File: config.mk
export PLATFORM = sky130hd
export DESIGN_NAME = sprite_blitter
export DESIGN_NICKNAME = d
export VERILOG_FILES = /design/src/rtl/sprite_blitter.sv
export SDC_FILE = /design/constraint.sdc
export NUM_CORES = 1
export LEC_CHECK = 0
export BUFFER_PORTS_ARGS = -buffer_cell sky130_fd_sc_hd__buf_2
export CORE_ASPECT_RATIO = 0.5
export CORE_UTILIZATION = 35
export DETAILED_ROUTE_END_ITERATION = 7
export PLACE_DENSITY = 0.53
export SYNTH_ARGS = -nofsm -noshare
export SYNTH_HDL_FRONTEND = slang
export SYNTH_SLANG_ARGS = --single-unit
File: constraint.sdc
create_clock -name CLOCK_50 -period 2.9 [get_ports CLOCK_50]
set_clock_uncertainty 0.1 [all_clocks]
set_input_delay 0.29 -clock CLOCK_50 [delete_from_list [all_inputs] [get_ports CLOCK_50]]
set_output_delay 0.29 -clock CLOCK_50 [all_outputs]
set_load 0.005 [all_outputs]
File: src/rtl/sprite_blitter.sv
// sprite_blitter: scans a sprite ROM and plots clipped, optionally transparent pixels.
// Revision 1.0
`default_nettype none
`timescale 1ns/1ps

module sprite_blitter #(
  parameter int SPR_W       = 80,
  parameter int SPR_H       = 120,
  parameter int SCR_W       = 160,
  parameter int SCR_H       = 120,
  parameter int XW          = 8,
  parameter int YW          = 7,
  parameter int AW          = 15,
  parameter int CW          = 3,
  parameter int ROM_LAT     = 1,
  parameter int TRANSPARENT = 0
) (
  input  logic          CLOCK_50,
  input  logic          reset_n,
  input  logic          start,
  input  logic [XW-1:0] x0,
  input  logic [YW-1:0] y0,
  input  logic [1:0]    img_sel,
  input  logic [CW-1:0] fg_colour,
  input  logic [CW-1:0] bg_colour,
  output logic [AW-1:0] rom_addr,
  output logic [1:0]    rom_sel,
  input  logic          rom_q,
  output logic [XW-1:0] vga_x,
  output logic [YW-1:0] vga_y,
  output logic [CW-1:0] vga_colour,
  output logic          vga_plot,
  output logic          busy,
  output logic          done
);

  localparam int CLW = (SPR_W > 1) ? $clog2(SPR_W) : 1;
  localparam int RWW = (SPR_H > 1) ? $clog2(SPR_H) : 1;
  localparam logic [CLW-1:0] COL_LAST   = CLW'(SPR_W - 1);
  localparam logic [RWW-1:0] ROW_LAST   = RWW'(SPR_H - 1);
  localparam logic [XW:0]    X_LIM      = (XW + 1)'(SCR_W);
  localparam logic [YW:0]    Y_LIM      = (YW + 1)'(SCR_H);
  localparam logic [2:0]     DRAIN_LAST = 3'(ROM_LAT - 1);

  typedef enum logic [1:0] {
    IDLE  = 2'd0,
    SCAN  = 2'd1,
    DRAIN = 2'd2,
    DONE  = 2'd3
  } state_t;

  state_t state, state_nx;

  logic [CLW-1:0] col;
  logic [RWW-1:0] row;
  logic [AW-1:0]  addr;
  logic [2:0]     drain_cnt;

  logic [XW-1:0] x_lat;
  logic [YW-1:0] y_lat;
  logic [1:0]    sel_lat;
  logic [CW-1:0] fg_lat;
  logic [CW-1:0] bg_lat;

  logic accept;
  logic scan_last;
  logic drain_last;

  assign accept     = (state == IDLE) && start;
  assign scan_last  = (state == SCAN) && (col == COL_LAST) && (row == ROW_LAST);
  assign drain_last = (state == DRAIN) && (drain_cnt == DRAIN_LAST);

  always_ff @(posedge CLOCK_50 or negedge reset_n) begin
    if (!reset_n) state <= IDLE;
    else          state <= state_nx;
  end

  always_comb begin
    state_nx = state;
    case (state)
      IDLE:    if (start) state_nx = SCAN;
      SCAN:    if (scan_last) state_nx = DRAIN;
      DRAIN:   if (drain_last) state_nx = DONE;
      DONE:    state_nx = IDLE;
      default: state_nx = IDLE;
    endcase
  end

  // Running address counter stands in for row*SPR_W+col; it holds on the last pixel.
  always_ff @(posedge CLOCK_50 or negedge reset_n) begin
    if (!reset_n) begin
      col       <= '0;
      row       <= '0;
      addr      <= '0;
      drain_cnt <= '0;
      x_lat     <= '0;
      y_lat     <= '0;
      sel_lat   <= '0;
      fg_lat    <= '0;
      bg_lat    <= '0;
    end else begin
      if (accept) begin
        x_lat   <= x0;
        y_lat   <= y0;
        sel_lat <= img_sel;
        fg_lat  <= fg_colour;
        bg_lat  <= bg_colour;
        col     <= '0;
        row     <= '0;
        addr    <= '0;
      end else if ((state == SCAN) && !scan_last) begin
        addr <= addr + AW'(1);
        if (col == COL_LAST) begin
          col <= '0;
          row <= row + RWW'(1);
        end else begin
          col <= col + CLW'(1);
        end
      end
      if (state == DRAIN) drain_cnt <= drain_cnt + 3'd1;
      else                drain_cnt <= '0;
    end
  end

  // Coordinates are summed one bit wider so off-screen pixels clip instead of wrapping.
  logic [XW:0] sum_x;
  logic [YW:0] sum_y;

  assign sum_x = {1'b0, x_lat} + (XW + 1)'(col);
  assign sum_y = {1'b0, y_lat} + (YW + 1)'(row);

  logic [ROM_LAT-1:0][XW:0] px;
  logic [ROM_LAT-1:0][YW:0] py;
  logic [ROM_LAT-1:0]       pv;

  always_ff @(posedge CLOCK_50 or negedge reset_n) begin
    if (!reset_n) begin
      px <= '0;
      py <= '0;
      pv <= '0;
    end else begin
      px[0] <= sum_x;
      py[0] <= sum_y;
      pv[0] <= (state == SCAN);
      for (int i = 1; i < ROM_LAT; i++) begin
        px[i] <= px[i-1];
        py[i] <= py[i-1];
        pv[i] <= pv[i-1];
      end
    end
  end

  logic on_screen;
  logic see_through;

  assign on_screen   = (px[ROM_LAT-1] < X_LIM) && (py[ROM_LAT-1] < Y_LIM);
  assign see_through = (TRANSPARENT == 1) && rom_q;

  assign rom_addr   = addr;
  assign rom_sel    = sel_lat;
  assign vga_x      = px[ROM_LAT-1][XW-1:0];
  assign vga_y      = py[ROM_LAT-1][YW-1:0];
  assign vga_colour = rom_q ? bg_lat : fg_lat;
  assign vga_plot   = pv[ROM_LAT-1] && on_screen && !see_through;
  assign busy       = (state == SCAN) || (state == DRAIN);
  assign done       = (state == DONE);

endmodule

`default_nettype wire

After elaboration in Yosys (flattened, before gate mapping)
Index checks and enable logic that the tools add are counted.

Add/sub/neg operators: 6. $lt $le $gt $ge: 2. Equality and inequality tests: 8. Mux-type cells: 14. Reduce and logical (&&, ||, !) cells: 15.

Operator list (count): two-way mux 7 bit (6); two-way mux 15 bit (2); adder 15 x 1 -> 15 bit (second input constant) (1); adder 7 x 1 -> 7 bit (second input constant) (2); == test 7 bit (second input constant) (2); adder 8 x 7 -> 9 bit (1); < comparator 9 x 8 -> 1 bit (second input constant) (1); adder 7 x 7 -> 8 bit (1); < comparator 8 x 7 -> 1 bit (second input constant) (1); case mux 2 bit (4 select lines) (1); logical AND 1 bit (7); two-way mux 2 bit (3); two-way mux 3 bit (2); != test 2 bit (second input constant) (3); == test 2 bit (second input constant) (2); nonzero test 2 bit (2); adder 3 x 1 -> 3 bit (second input constant) (1); zero test 3 bit (1); AND reduction 3 bit (1); == test 2 x 1 -> 1 bit (second input constant) (1); zero test 2 bit (1); AND reduction 2 bit (1); zero test 1 bit (1); logical OR 1 bit (1).

Flip-flop bits (word level): 75. Output and inout bits: 38.

Logic depth before layout (Yosys ltp)
Depth after elaboration: 7. Depth in mapped cells: 8.

Worst setup path before layout
OpenSTA, ideal clock, no wires.

Path type: register -> register. From: register col[4]. To: register state[1]. Arrival time: 1920 ps. Required time: 2672 ps. Setup slack: 752 ps. Stages on the path, launching flop included: 6. Period minus slack after synthesis: 2148 ps. Cells stage by stage: dfrtp_1 > or3b_4 > o41ai_4 > o21ai_2 > a21oi_2 > mux2_1.

Cells in the longest elaborated chain, start to end: 5.

RTL lines: from (decl) (line 54) `logic [CLW-1:0] col;`; from (signal assigned) (line 117) `col <= col + CLW'(1);`; == test 7 bit (line 70) `assign scan_last = (state == SCAN) && (col == COL_LAST) && (row == ROW_LAST);`; logical AND 1 bit (2 in a row) (line 70); != test 2 bit (no line); AND reduction 3 bit (no line); to (signal assigned) (line 75) `else state <= state_nx;`; to (decl) (line 52) `state_t state, state_nx;`.

Every way passes these cells. A chain may end at the register's enable or synchronous reset.

Worst setup path after layout
From: register col[0]. To: register state[1].

The elaborated chain is that of the path after synthesis.

==> impl_metrics.tcl <==
set metrics [dict create \
    p_switching_w 0.00135 \
    worst_setup_path_start_kind "flip-flop" \
    die_x_um 149 \
    p_int_w 0.00271 \
    die-height_um 75.6 \
    ios 65 \
    whs_ns -0.000231 \
    cap_violations 0 \
    n_fill_cell 1042 \
    period_share_pct 79.4 \
    yosysUniqueCellTypes 44 \
    outcome "finished, violations left" \
    syn2layout_area_growth_pct 17.9 \
    ir_worst_vdd_uv 369 \
    p_per_area_mw_per_mm2 908 \
    finalWeightedCongestion 0.702 \
    grt-ovfl-total 0 \
    ys_warn_count 0 \
    hold_viol_final 1 \
    hp-class "input port to async pin" \
    reg2reg_depth 7 \
    fp.coreArea_mm2 0.0104 \
    crit_slowest_cell "dfrtp_1" \
    dieArea_mm2 0.0113 \
    synth_cells 386 \
    violations "negative hold slack" \
    nets 492 \
    seqCellArea_mm2 0.00188 \
    async_reset_ff_share_pct 100 \
    wl_um 7490 \
    initial_utilization_pct 36.5 \
    worstMarginPinSlew_ns 0.947 \
    setup_viol 0 \
    cellLeakagePower_nw 2.27 \
    crit_chain "ha_1 -> nand3_1 -> o41ai_4 -> buf_4 -> o21ai_2 -> a21oi_2 -> mux2_1" \
    seq_area_frac_synth_pct 49.5 \
    maxSlewViolCount 0 \
    period_needed_ns 2.30 \
    grt_max_degree 76 \
    hold_buffers 0 \
    crit_required_ns 3.02 \
    setup_ws_ns 0.599 \
    rsz0062_at_grt "no" \
    cts_made_buffers 9 \
    synth_ff_type "dfrtp_1" \
    wl_per_cell_um 12.8 \
    path_max_fanout 17 \
    r2r-end "state[1]" \
    insertion_delay_ns 0.34 \
    place_area_mm2 0.00416 \
    syn_nets 439 \
    cts_resized 0 \
    place_ws_ns 0.618 \
    cts_max_level 3 \
    dpl.hpwl_um 5200 \
    place_inst 568 \
    ff2ff_setup_slack_ns 0.60 \
    postCtsSetupBuffers 0 \
    tritoncts "yes" \
    fmax_mhz 435 \
    crit_arrival_ns 2.42 \
    detail-route-antenna-nets 0 \
    ys_ff_latch 75 \
    multiInputGateArea_mm2 0.00171 \
    power_frac_seq_pct 39.9 \
    port_buffers 64 \
    synth-edff-count 0 \
    cpLargestDelayFamily "compound AO/OA/AOI/OAI gates" \
    end_kind "flip-flop" \
    first_iter_violations 82 \
    antenna_cells 0 \
    p_comb_share_pct 31.6 \
    post-route-drc-count 0 \
    rr_startpoint "col[0]" \
    std_cell_rows 26 \
    synth_area_mm2 0.00379 \
    grt_pass1_vias 2614 \
    viasPerCell 4.69 \
    clkPwrFrac_pct 28.5 \
    critPathKind "flip-flop to flip-flop" \
    grt_usage_pct 14.8 \
    avgSynthCellArea_um2 9.82 \
    drive_above_1_share_pct 21.8 \
    grt_pass1_wl_um 12600 \
    worst-path-buf-inv 1 \
    setup_tns_ns 0 \
    clock_sinks 75 \
    vias 2741 \
    sw_frac_of_total_pct 33.3 \
    grt_antenna_before_repair 0 \
    final_cells 584 \
    cpPeakStageDelay_ns 0.44 \
    slew_headroom_pct 36.8 \
    stdcell_area_mm2 0.00447 \
    cts.reportedPaths.clkPinSlew_ns 0.06 \
    cts_buffer_depth 2 \
    clockRootBuffer "clkbuf_16" \
    firstDrtPassIters 5 \
]
registers in the layout, indices dropped and copies added (netlist names):
signal	flops
bg_lat	3
col	7
drain_cnt	3
fg_lat	3
pv	1
px	9
py	8
rom_addr	15
rom_sel	2
row	7
state	2
x_lat	8
y_lat	7
layer usage:
metal  part of all wire, %  vias to the layer above  GRT usage, %
met5                     0                        -             0
met4                   1.4                        0          5.10
met3                   3.6                        9          4.49
met2                    41                       45          21.8
met1                    54                     1305          20.7
li1                      -                     1382             -
worst max-delay path by stage:
stage            from  endpoint  slack [ns]  cells past startpoint
6_report       col[0]  state[1]        0.60                      7
5_1_grt        col[0]  state[1]        0.41                      7
4_1_cts        col[0]  state[1]        0.59                      7
3_5_place_dp   col[0]  state[1]        0.62                      7
3_3_place_gp   col[4]  state[1]        0.67                      6
2_1_floorplan  col[4]  state[1]        0.75                      5
layout by cell type, fill, tap and decap left out, types with 4 or more instances in the layout:
cell / n
nor3_1: 8
nand3_1: 7
nor2_1: 31
buf_4: 4
buf_2: 63
or2_2: 4
clkbuf_16: 9
xor2_1: 14
o21ai_0: 6
a21o_1: 5
nand4_1: 8
dfrtp_1: 75
nand2_1: 91
ha_1: 24
xnor2_1: 16
inv_1: 12
a21oi_1: 15
cells by family (layout without fill, tap and decap cells):
family,Yosys count,count (layout),synth area share [%]
simple gates,171,171,20.1
xor+xnor,30,30,6.93
compound gates,42,42,7.69
fa+ha+maj,26,26,8.97
buf+inv,37,95,5.34
flops,75,75,49.5
mux,5,5,1.45
worst register-to-register path: stages (launching register included):
cell     delay (ns)
dfrtp_1        0.44
ha_1           0.24
nand3_1        0.20
o41ai_4        0.38
buf_4          0.26
o21ai_2        0.10
a21oi_2        0.13
mux2_1         0.34
synth_stat cells, types with 2 or more instances:
cell,n,area [um2]
o21a_1,3,22.5
a21oi_1,15,75.1
nand2_1,91,342
nand3_1,7,35.0
fa_1,2,40.0
nor4_1,3,18.8
nand4b_1,2,17.5
nor2b_1,2,12.5
nor3_1,8,40.0
inv_1,12,45.0
or3_1,2,12.5
nand2b_1,2,12.5
mux2_2,3,33.8
clkbuf_1,9,33.8
buf_4,15,113
nor2_1,31,116
o21ai_0,6,30.0
xor2_1,14,123
a21o_1,5,37.5
or2_2,4,25.0
o211ai_1,2,15.0
xnor2_1,16,140
ha_1,24,300
a211oi_1,2,15.0
or3_2,2,15.0
and2_1,3,18.8
nand4_1,8,50.1
dfrtp_1,75,1880
and3_1,3,18.8
metrics by stage:
step           utilization (%)  total power, W
3_5_place_dp              40.1         0.00294
5_1_grt                   43.1         0.00442
6_report                  43.1         0.00406
3_3_place_gp              40.1         0.00294
2_1_floorplan                -         0.00262
4_1_cts                   43.1         0.00414
power groups by stage:
stage | combinational (W) | sequential (W) | clock, W
after global routing | 0.00149 | 0.00168 | 0.00125
final | 0.00128 | 0.00162 | 0.00116
after global placement | 0.00130 | 0.00164 | 0
after CTS | 0.00131 | 0.00163 | 0.00120
after floorplan | 0.00104 | 0.00158 | 0
after detailed placement | 0.00130 | 0.00164 | 0
final cells by class:
type / instances / area share, %
clock inverter: 3 / 1.01
tap: 140 / 3.92
inverter: 12 / 1.01
timing repair buffer: 67 / 7.72
sequential: 75 / 42.0
clock buffer: 13 / 6.04
multi-input combinational: 274 / 38.3
Power figures use the tool's default switching activity.
